`src/rtl/mc_ctrl_unit.sv`:
```
// Multicycle RV32I control unit: FETCH/DECODE/EXECUTE/MEM/WRITEBACK sequencing with
// handshaked memories, branch resolution, traps and a retired-instruction counter.
module mc_ctrl_unit #(
  parameter int unsigned MEM_TIMEOUT = 255,
  parameter int unsigned CNT_WIDTH   = 32
) (
  input  logic                 clk,
  input  logic                 reset,
  input  logic [31:0]          instr,
  input  logic                 alu_zero,
  input  logic                 alu_lt,
  input  logic                 alu_ltu,
  output logic                 imem_req,
  input  logic                 imem_ready,
  output logic                 dmem_req,
  input  logic                 dmem_ready,
  output logic                 dmem_we,
  output logic                 ir_we,
  output logic                 pc_we,
  output logic                 rf_we,
  output logic [1:0]           pc_src,
  output logic [1:0]           alu_src_a,
  output logic                 alu_src_b,
  output logic [2:0]           imm_sel,
  output logic [3:0]           alu_cmd,
  output logic [1:0]           rf_src,
  output logic                 trap,
  output logic [1:0]           trap_cause,
  output logic [CNT_WIDTH-1:0] instret,
  output logic [2:0]           state
);

  localparam int unsigned WAIT_W = (MEM_TIMEOUT < 2) ? 1 : $clog2(MEM_TIMEOUT + 1);

  localparam logic [3:0] ALU_ADD  = 4'd0;
  localparam logic [3:0] ALU_SUB  = 4'd1;
  localparam logic [3:0] ALU_SLL  = 4'd2;
  localparam logic [3:0] ALU_SLT  = 4'd3;
  localparam logic [3:0] ALU_SLTU = 4'd4;
  localparam logic [3:0] ALU_XOR  = 4'd5;
  localparam logic [3:0] ALU_SRL  = 4'd6;
  localparam logic [3:0] ALU_SRA  = 4'd7;
  localparam logic [3:0] ALU_OR   = 4'd8;
  localparam logic [3:0] ALU_AND  = 4'd9;

  typedef enum logic [2:0] {
    S_IDLE      = 3'd0,
    S_FETCH     = 3'd1,
    S_DECODE    = 3'd2,
    S_EXECUTE   = 3'd3,
    S_MEM       = 3'd4,
    S_WRITEBACK = 3'd5,
    S_TRAP      = 3'd6
  } state_e;

  typedef enum logic [3:0] {
    C_R, C_I, C_LOAD, C_STORE, C_BRANCH, C_JAL, C_JALR, C_LUI, C_AUIPC
  } cls_e;

  state_e               state_q, state_d;
  cls_e                 cls_q, cls_d;
  logic [2:0]           funct3_q, funct3_d;
  logic                 f7_q, f7_d;
  logic [1:0]           cause_q, cause_d;
  logic [CNT_WIDTH-1:0] instret_q, instret_d;
  logic [WAIT_W-1:0]    wait_q, wait_d;
  logic                 taken;
  logic                 timeout_hit;
  logic [2:0]           cls_imm;
  logic                 unused_instr_bits;

  assign unused_instr_bits = ^{instr[31], instr[29:15], instr[11:7]};

  function automatic logic [3:0] f3_cmd(input logic [2:0] f3, input logic alt);
    case (f3)
      3'b000:  return alt ? ALU_SUB : ALU_ADD;
      3'b001:  return ALU_SLL;
      3'b010:  return ALU_SLT;
      3'b011:  return ALU_SLTU;
      3'b100:  return ALU_XOR;
      3'b101:  return alt ? ALU_SRA : ALU_SRL;
      3'b110:  return ALU_OR;
      default: return ALU_AND;
    endcase
  endfunction

  // Branch condition from the ALU flags of rs1-rs2
  always_comb begin
    case (funct3_q)
      3'b000:  taken = alu_zero;
      3'b001:  taken = !alu_zero;
      3'b100:  taken = alu_lt;
      3'b101:  taken = !alu_lt;
      3'b110:  taken = alu_ltu;
      3'b111:  taken = !alu_ltu;
      default: taken = 1'b0;
    endcase
  end

  always_comb begin
    case (cls_q)
      C_STORE:        cls_imm = 3'd1;
      C_BRANCH:       cls_imm = 3'd2;
      C_LUI, C_AUIPC: cls_imm = 3'd3;
      C_JAL:          cls_imm = 3'd4;
      default:        cls_imm = 3'd0;
    endcase
  end

  // The counter only ever holds values below MEM_TIMEOUT; the last miss traps
  assign timeout_hit = (MEM_TIMEOUT != 0) && (wait_q == WAIT_W'(MEM_TIMEOUT - 1));

  always_ff @(posedge clk) begin
    if (reset) begin
      state_q   <= S_IDLE;
      cls_q     <= C_R;
      funct3_q  <= 3'd0;
      f7_q      <= 1'b0;
      cause_q   <= 2'b00;
      instret_q <= '0;
      wait_q    <= '0;
    end else begin
      state_q   <= state_d;
      cls_q     <= cls_d;
      funct3_q  <= funct3_d;
      f7_q      <= f7_d;
      cause_q   <= cause_d;
      instret_q <= instret_d;
      wait_q    <= wait_d;
    end
  end

  always_comb begin
    state_d   = state_q;
    cls_d     = cls_q;
    funct3_d  = funct3_q;
    f7_d      = f7_q;
    cause_d   = cause_q;
    imem_req  = 1'b0;
    dmem_req  = 1'b0;
    dmem_we   = 1'b0;
    ir_we     = 1'b0;
    pc_we     = 1'b0;
    rf_we     = 1'b0;
    pc_src    = 2'd0;
    alu_src_a = 2'd0;
    alu_src_b = 1'b0;
    imm_sel   = 3'd0;
    alu_cmd   = ALU_ADD;
    rf_src    = 2'd0;

    case (state_q)
      S_IDLE: state_d = S_FETCH;

      S_FETCH: begin
        imem_req = 1'b1;
        if (imem_ready) begin
          ir_we   = 1'b1;
          state_d = S_DECODE;
        end else if (timeout_hit) begin
          cause_d = 2'b10;
          state_d = S_TRAP;
        end
      end

      S_DECODE: begin
        funct3_d = instr[14:12];
        f7_d     = instr[30];
        state_d  = S_EXECUTE;
        case (instr[6:0])
          7'b0110011: cls_d = C_R;
          7'b0010011: cls_d = C_I;
          7'b0000011: cls_d = C_LOAD;
          7'b0100011: cls_d = C_STORE;
          7'b1100011: cls_d = C_BRANCH;
          7'b1101111: cls_d = C_JAL;
          7'b1100111: cls_d = C_JALR;
          7'b0110111: cls_d = C_LUI;
          7'b0010111: cls_d = C_AUIPC;
          default: begin
            cause_d = 2'b01;
            state_d = S_TRAP;
          end
        endcase
      end

      S_EXECUTE: begin
        imm_sel = cls_imm;
        state_d = S_WRITEBACK;
        case (cls_q)
          C_R:     alu_cmd = f3_cmd(funct3_q, f7_q);
          C_I: begin
            alu_src_b = 1'b1;
            alu_cmd   = f3_cmd(funct3_q, f7_q && (funct3_q == 3'b101));
          end
          C_LOAD, C_STORE: begin
            alu_src_b = 1'b1;
            state_d   = S_MEM;
          end
          C_BRANCH: begin
            alu_cmd = ALU_SUB;
            pc_we   = 1'b1;
            pc_src  = taken ? 2'd1 : 2'd0;
            state_d = S_FETCH;
          end
          C_JALR:  alu_src_b = 1'b1;
          C_LUI: begin
            alu_src_a = 2'd2;
            alu_src_b = 1'b1;
          end
          C_AUIPC: begin
            alu_src_a = 2'd1;
            alu_src_b = 1'b1;
          end
          default: ;
        endcase
      end

      S_MEM: begin
        imm_sel  = cls_imm;
        dmem_req = 1'b1;
        dmem_we  = (cls_q == C_STORE);
        if (dmem_ready) begin
          if (cls_q == C_STORE) begin
            pc_we   = 1'b1;
            state_d = S_FETCH;
          end else begin
            state_d = S_WRITEBACK;
          end
        end else if (timeout_hit) begin
          cause_d = 2'b11;
          state_d = S_TRAP;
        end
      end

      S_WRITEBACK: begin
        imm_sel = cls_imm;
        rf_we   = 1'b1;
        pc_we   = 1'b1;
        state_d = S_FETCH;
        case (cls_q)
          C_LOAD:  rf_src = 2'd1;
          C_JAL: begin
            rf_src = 2'd2;
            pc_src = 2'd1;
          end
          C_JALR: begin
            rf_src = 2'd2;
            pc_src = 2'd2;
          end
          default: ;
        endcase
      end

      default: ;
    endcase

    instret_d = pc_we ? instret_q + CNT_WIDTH'(1) : instret_q;

    if (state_d != state_q)
      wait_d = '0;
    else if ((MEM_TIMEOUT != 0) && ((imem_req && !imem_ready) || (dmem_req && !dmem_ready)))
      wait_d = wait_q + WAIT_W'(1);
    else
      wait_d = wait_q;
  end

  assign state      = state_q;
  assign trap       = (state_q == S_TRAP);
  assign trap_cause = cause_q;
  assign instret    = instret_q;

endmodule

```
`config.mk`:
```
export PLATFORM = sky130hd
export DESIGN_NAME = mc_ctrl_unit
export DESIGN_NICKNAME = d
export VERILOG_FILES = /design/src/rtl/mc_ctrl_unit.sv
export SDC_FILE = /design/constraint.sdc
export NUM_CORES = 1
export LEC_CHECK = 0
export CAP_MARGIN = 0
export CORE_MARGIN = 5
export CORE_UTILIZATION = 35
export DETAILED_ROUTE_END_ITERATION = 12
export PLACE_DENSITY = 0.68
export SYNTH_ARGS = -nofsm -noshare
export SYNTH_HDL_FRONTEND = slang
export SYNTH_SLANG_ARGS = --single-unit
export TNS_END_PERCENT = 100
```
`constraint.sdc`:
```
create_clock -name clk -period 2.4 [get_ports clk]
set_input_delay 0.24 -clock clk [delete_from_list [all_inputs] [get_ports clk]]
set_output_delay 0.24 -clock clk [all_outputs]
set_load 0.02 [all_outputs]
```
======== Word level (Yosys, flattened, before mapping) ========
Cells that the tools add are included.
operators by class
  add/sub/neg operators ................... 2
  equal/unequal tests ..................... 37
  mux-type cells .......................... 45
  reduce and logical (&&, ||, !) cells .... 24
operators with widths
  cell                                                 count
  case mux 4 bit (7 select lines)                      2
  case mux 4 bit (9 select lines)                      1
  adder 32 x 1 -> 32 bit, second input constant        1
  equality test 3 bit, second input constant           7
  equality test 7 x 6 -> 1 bit, second input constant  3
  equality test 7 bit, second input constant           3
  2-to-1 mux 3 bit                                     6
  2-to-1 mux 1 bit                                     17
  equality test 4 x 3 -> 1 bit, second input constant  4
  case mux 2 bit (2 select lines)                      4
  case mux 3 bit (5 select lines)                      1
  equality test 7 x 5 -> 1 bit, second input constant  2
  2-to-1 mux 2 bit                                     7
  equality test 3 x 2 -> 1 bit, second input constant  4
  case mux 3 bit (4 select lines)                      1
  case mux 4 bit (3 select lines)                      1
  inequality test 2 bit, second input constant         5
  OR reduction 2 bit                                   5
  nonzero test 9 bit                                   1
  OR reduction 9 bit                                   1
  adder 8 x 1 -> 8 bit, second input constant          1
  equality test 4 x 2 -> 1 bit, second input constant  2
  equality test 8 bit, second input constant           1
  equality test 7 x 2 -> 1 bit, second input constant  1
  19 further kinds                                     27
storage, ports and cells
  flip-flop bits (word level) ............. 53
  input bits .............................. 39
  output and inout bits ................... 58
  word-level logic and storage cells ...... 115

======== Logic depth before layout (Yosys ltp) ========
  depth after elaboration ................. 6
  depth in mapped cells ................... 9
  depth with buffers taken out ............ 7

======== Least setup slack after synthesis ========
OpenSTA, ideal clock, no wires.
  path type ............................... reg2reg
  start ................................... reg state_q[1], in the netlist state[1]
  end ..................................... reg instret_q[31], in the netlist instret[31]
  arrival ................................. 2.087 ns
  required time ........................... 2.279 ns
  setup slack ............................. 0.192 ns
  stages on the path, launching flop included .. 9
  period minus slack after synthesis ...... 2.208 ns
  path through ............................ dfxtp_1 and2b_2 nand2_2 inv_2 a21oi_4 buf_4 nand2_1 nand4_1 mux2_2
on the way
  word-level cells in the longest chain between the ends .. 2
RTL lines
  item                                                                 RTL line  RTL
  start: declaration                                                   60        state_e state_q, state_d;
  start signal: assignment                                             123       state_q <= state_d;
  equality test 3 bit or equality test 3 x 2 -> 1 bit (tied branches)  152       case (state_q)
  case mux 1 bit (3 select lines) *                                    152
  net pc_we                                                            19        output logic pc_we,
  end signal: assignment                                               128       instret_q <= instret_d;
  end: declaration                                                     65        logic [CNT_WIDTH-1:0] instret_q, instret_d;
The timed path passes the listed nets; every way through them passes the cells marked *.
A chain may end at the register's enable or synchronous reset.

======== Final worst setup path ========
  start ................................... reg state_q[1], in the netlist state[1]
  end ..................................... out pc_we
on the way
  word-level cells in the longest chain between the ends .. 2
RTL lines
  item                                                                 RTL line
  equality test 3 bit or equality test 3 x 2 -> 1 bit (tied branches)  152
  case mux 1 bit (3 select lines) *                                    152
  end: declaration                                                     19
Every way passes the cells marked *; elsewhere a longest branch is shown, timed or not.

==> impl_metrics.py <==
metrics = {
    "drt": {
        "wl_met2_um": 3970,
        "via_per_inst": 5.42,
        "drtPass1Iterations": 4,
        "routedWlPerCell_um": 14.6,
        "postRouteAntennaNets": 0,
        "finalWirelength_um": 8620,
        "drc": 0,
        "dr.max_layer_used": "met4",
        "drtIter0Drc": 127,
        "wl_met1_um": 3980,
        "vias": 3199,
        "met3_length_um": 567,
    },
    "timing": {
        "finalHoldViolations": 0,
        "setup_viol": 0,
        "tightest_slew_ns": 0.650,
        "fmax_ghz": 0.438,
        "period_needed_ns": 2.28,
        "fin_setup_tns_ns": 0,
        "fin_crit_sh_pct": 95.1,
        "rsz0062_at_grt": "false",
        "relSlewSlack_pct": 56.6,
        "drv_slew": 0,
        "whs_ns": 0.529,
        "finalClockSkew_ns": 0.00973,
    },
    "clock_tree": {
        "worstSkewPairLatency_ns": 0.31,
        "numCtsBuffers": 5,
        "cts_tree": "built",
        "cts_root_buf": "clkbuf_8",
        "htree_levels": 2,
        "cts.sink_count": 53,
        "clk_pin_slew_ns": 0.10,
        "post-cts-setup-buffers": 0,
        "cts_buffer_depth": 2,
        "postCtsHoldBufs": 0,
    },
    "pwr": {
        "p_sw_share_pct": 25.7,
        "netSwitchingPower_mw": 0.497,
        "leakage_nw": 1.53,
        "ir_drop_mv": 0.383,
        "power.internal_mw": 1.44,
        "pwr-share-comb_pct": 16.2,
        "power_density_nw_per_um2": 446,
        "p_clk_share_pct": 37.0,
        "power.total_mw": 1.94,
        "sequentialPowerShare_pct": 46.8,
    },
    "placement": {
        "hpwl_um": 6350,
        "numPortBuffers": 75,
        "gp_congestion": 0.896,
        "placed_area_um2": 4200,
    },
    "logic_synthesis": {
        "synth_flop_cell": "dfxtp_1",
        "synth-edff-count": 0,
        "synth_area_um2": 3300,
        "yosysWarnings": 0,
        "synthCells": 407,
        "ys_ff_latch": 53,
        "synth.distinct_cells": 59,
        "avgSynthCellArea_um2": 8.11,
        "yosysSeqAreaShare_pct": 32.1,
        "synth_nets": 449,
        "async_reset_ff_share_pct": 0,
    },
    "worst_setup_path": {
        "cpMaxStageDelayCell": "dlygate4sd2_1",
        "crit_path_end_kind": "primary output",
        "cp_max_fo": 16,
        "path_class": "reg -> out",
        "reg2reg_to": "instret[13]$_SDFFE_PP0P_",
        "arrival_ns": 2.04,
        "path_depth": 7,
        "cp_num_buf_inv": 3,
        "crit_chain": "buf_4 > and2b_2 > nand2_2 > inv_2 > a21oi_4 > nand2_1 > dlygate4sd2_1",
        "r2r-start": "state[1]$_SDFF_PP0_",
        "crit_family": "buffers and inverters",
        "reg2reg_depth": 9,
        "crit_required_ns": 2.16,
        "cp_slowest_stage_delay_ns": 0.37,
        "start_kind": "flop",
        "timing.reg2reg.setup_slack_ns": 0.26,
    },
    "floorplanning": {
        "io_pins": 97,
        "start_util_pct": 35.9,
        "core_area_um2": 9200,
        "die_h_um": 107,
        "num_rows": 35,
        "fp.dieW_um": 107,
        "die-area_um2": 11500,
    },
    "hold_path": {
        "holdPathStages": 2,
        "min_path_type": "reg -> reg",
        "hold_start": "f7_q$_SDFFE_PP0P_",
        "holdPathEnd": "f7_q$_SDFFE_PP0P_",
    },
    "global_route": {
        "grt_max_degree": 36,
        "grt_pass1_vias": 2987,
        "grt.total_usage_pct": 14.9,
        "overflow": 0,
        "antenna_found_initial": 0,
        "grt_pass1_wl_um": 14400,
    },
    "cells_and_area": {
        "n_fill_cell": 895,
        "layout.nets": 520,
        "area_growth_pct": 31.6,
        "final_common_cell": "clkdlybuf4s50_1",
        "final_cell_area_um2": 4340,
        "drive_gt1_share_pct": 10.9,
        "diodes": 0,
        "layout_common_cells": "clkdlybuf4s50_1, nor2_1, dfxtp_1",
    },
    "status": {
        "status": "complete, no violations",
    },
    "run": {
        "cap_violations": 0,
    },
}
## layout make-up
class	count	area [µm²]	area share, %
clock buffers	5	68.8	1.58
clock inverters	3	65.1	1.50
inverters	11	41.3	0.950
multi-input cells	311	2050	47.3
flip-flops and latches	53	1060	24.4
well taps	111	139	3.20
repair buffers	96	915	21.1
## cells in the mapped netlist (2+ instances only)
library cell,count,area [µm²]
nand3_1,19,95.1
clkbuf_1,16,60.1
a211oi_1,8,60.1
xor2_1,4,35.0
and4_1,8,70.1
xnor2_1,33,289
ha_1,3,37.5
nor2_1,59,221
buf_1,3,11.3
and3_1,6,37.5
nor3_1,3,15.0
a21oi_1,25,125
nor4_1,13,81.3
nand4_1,7,43.8
nor2b_1,10,62.6
and2_1,5,31.3
nor3b_2,2,25.0
a2111oi_1,2,20.0
o211ai_1,2,15.0
mux2i_1,9,90.1
a2111oi_0,4,35.0
buf_4,3,22.5
inv_1,10,37.5
a22oi_1,2,15.0
nor3b_1,2,15.0
o21ai_0,9,45.0
nand2b_1,5,31.3
a21o_1,3,22.5
buf_2,10,50.1
a2111oi_2,10,150
nand2_1,29,109
a22o_1,2,17.5
dfxtp_1,53,1060
a31o_2,2,17.5
mux2_2,2,22.5
## power groups by stage
| stage | logic (mW) | clock network, mW | registers, mW |
|---|---|---|---|
| global route | 0.342 | 0.767 | 0.910 |
| CTS | 0.313 | 0.741 | 0.907 |
| detailed placement | 0.312 | 0 | 0.928 |
| floorplan | 0.192 | 0 | 0.932 |
| finish | 0.314 | 0.716 | 0.907 |
| global placement | 0.309 | 0 | 0.927 |
## through the flow
stage	util, %	cells	setup slack, ns
2_1_floorplan	-	407	0.192
3_3_place_gp	45.7	582	0.188
3_5_place_dp	45.7	582	0.136
4_1_cts	47.1	590	0.0403
5_1_grt	47.2	590	0.00609
6_report	47.2	590	0.118
## metal layers
| metal | up-vias | GRT usage (%) |
|---|---|---|
| li1 | 1596 | - |
| met1 | 1494 | 19.7 |
| met2 | 102 | 24.5 |
| met3 | 7 | 3.43 |
| met4 | 0 | 3.74 |
| met5 | - | 0 |
## worst max path at each step
stage / from / end / slack (ns)
3_5_place_dp: instr[4] / wait_q[5]$_SDFFE_PP0P_ / 0.14
4_1_cts: state[1]$_SDFF_PP0_ / pc_src[1] / 0.04
2_1_floorplan: state[1]$_SDFF_PP0_ / instret[31]$_SDFFE_PP0P_ / 0.19
5_1_grt: cls_q[2]$_SDFFE_PP0P_ / alu_cmd[0] / 0.006
6_report: state[1]$_SDFF_PP0_ / pc_we / 0.12
3_3_place_gp: cls_q[2]$_SDFFE_PP0P_ / alu_cmd[0] / 0.19
## state kept, by name, indices dropped and copies added, names as in the netlist
signal	flops
wait_q	8
state	3
cls_q	4
funct3_q	3
instret	32
f7_q	1
trap_cause	2
## logic make-up (layout without fill, tap and decap cells)
logic type / Yosys count / after routing / synth area share (%)
AND/OR/NAND/NOR: 178 / 178 / 28.5
AO/OA/AOI/OAI: 82 / 82 / 19.3
flip-flops: 53 / 53 / 32.1
buffers and inverters: 43 / 115 / 5.61
XOR/XNOR: 37 / 37 / 9.82
multiplexers: 11 / 11 / 3.41
adder cells (fa/ha/maj): 3 / 3 / 1.14
## tightest hold or removal path: cells and delay by family, from the launching register on
| family | cells | cell delay, ns |
|---|---|---|
| DFF | 1 | 0.35 |
| muxes | 1 | 0.07 |
| and+or+nand+nor | 1 | 0.08 |
## timing repair
action,4_1_cts,5_1_grt
gates cloned,0,0
setup endpoints to repair,6,6
gates resized for setup,6,6
No activity file was read; power rests on OpenSTA's default activity.
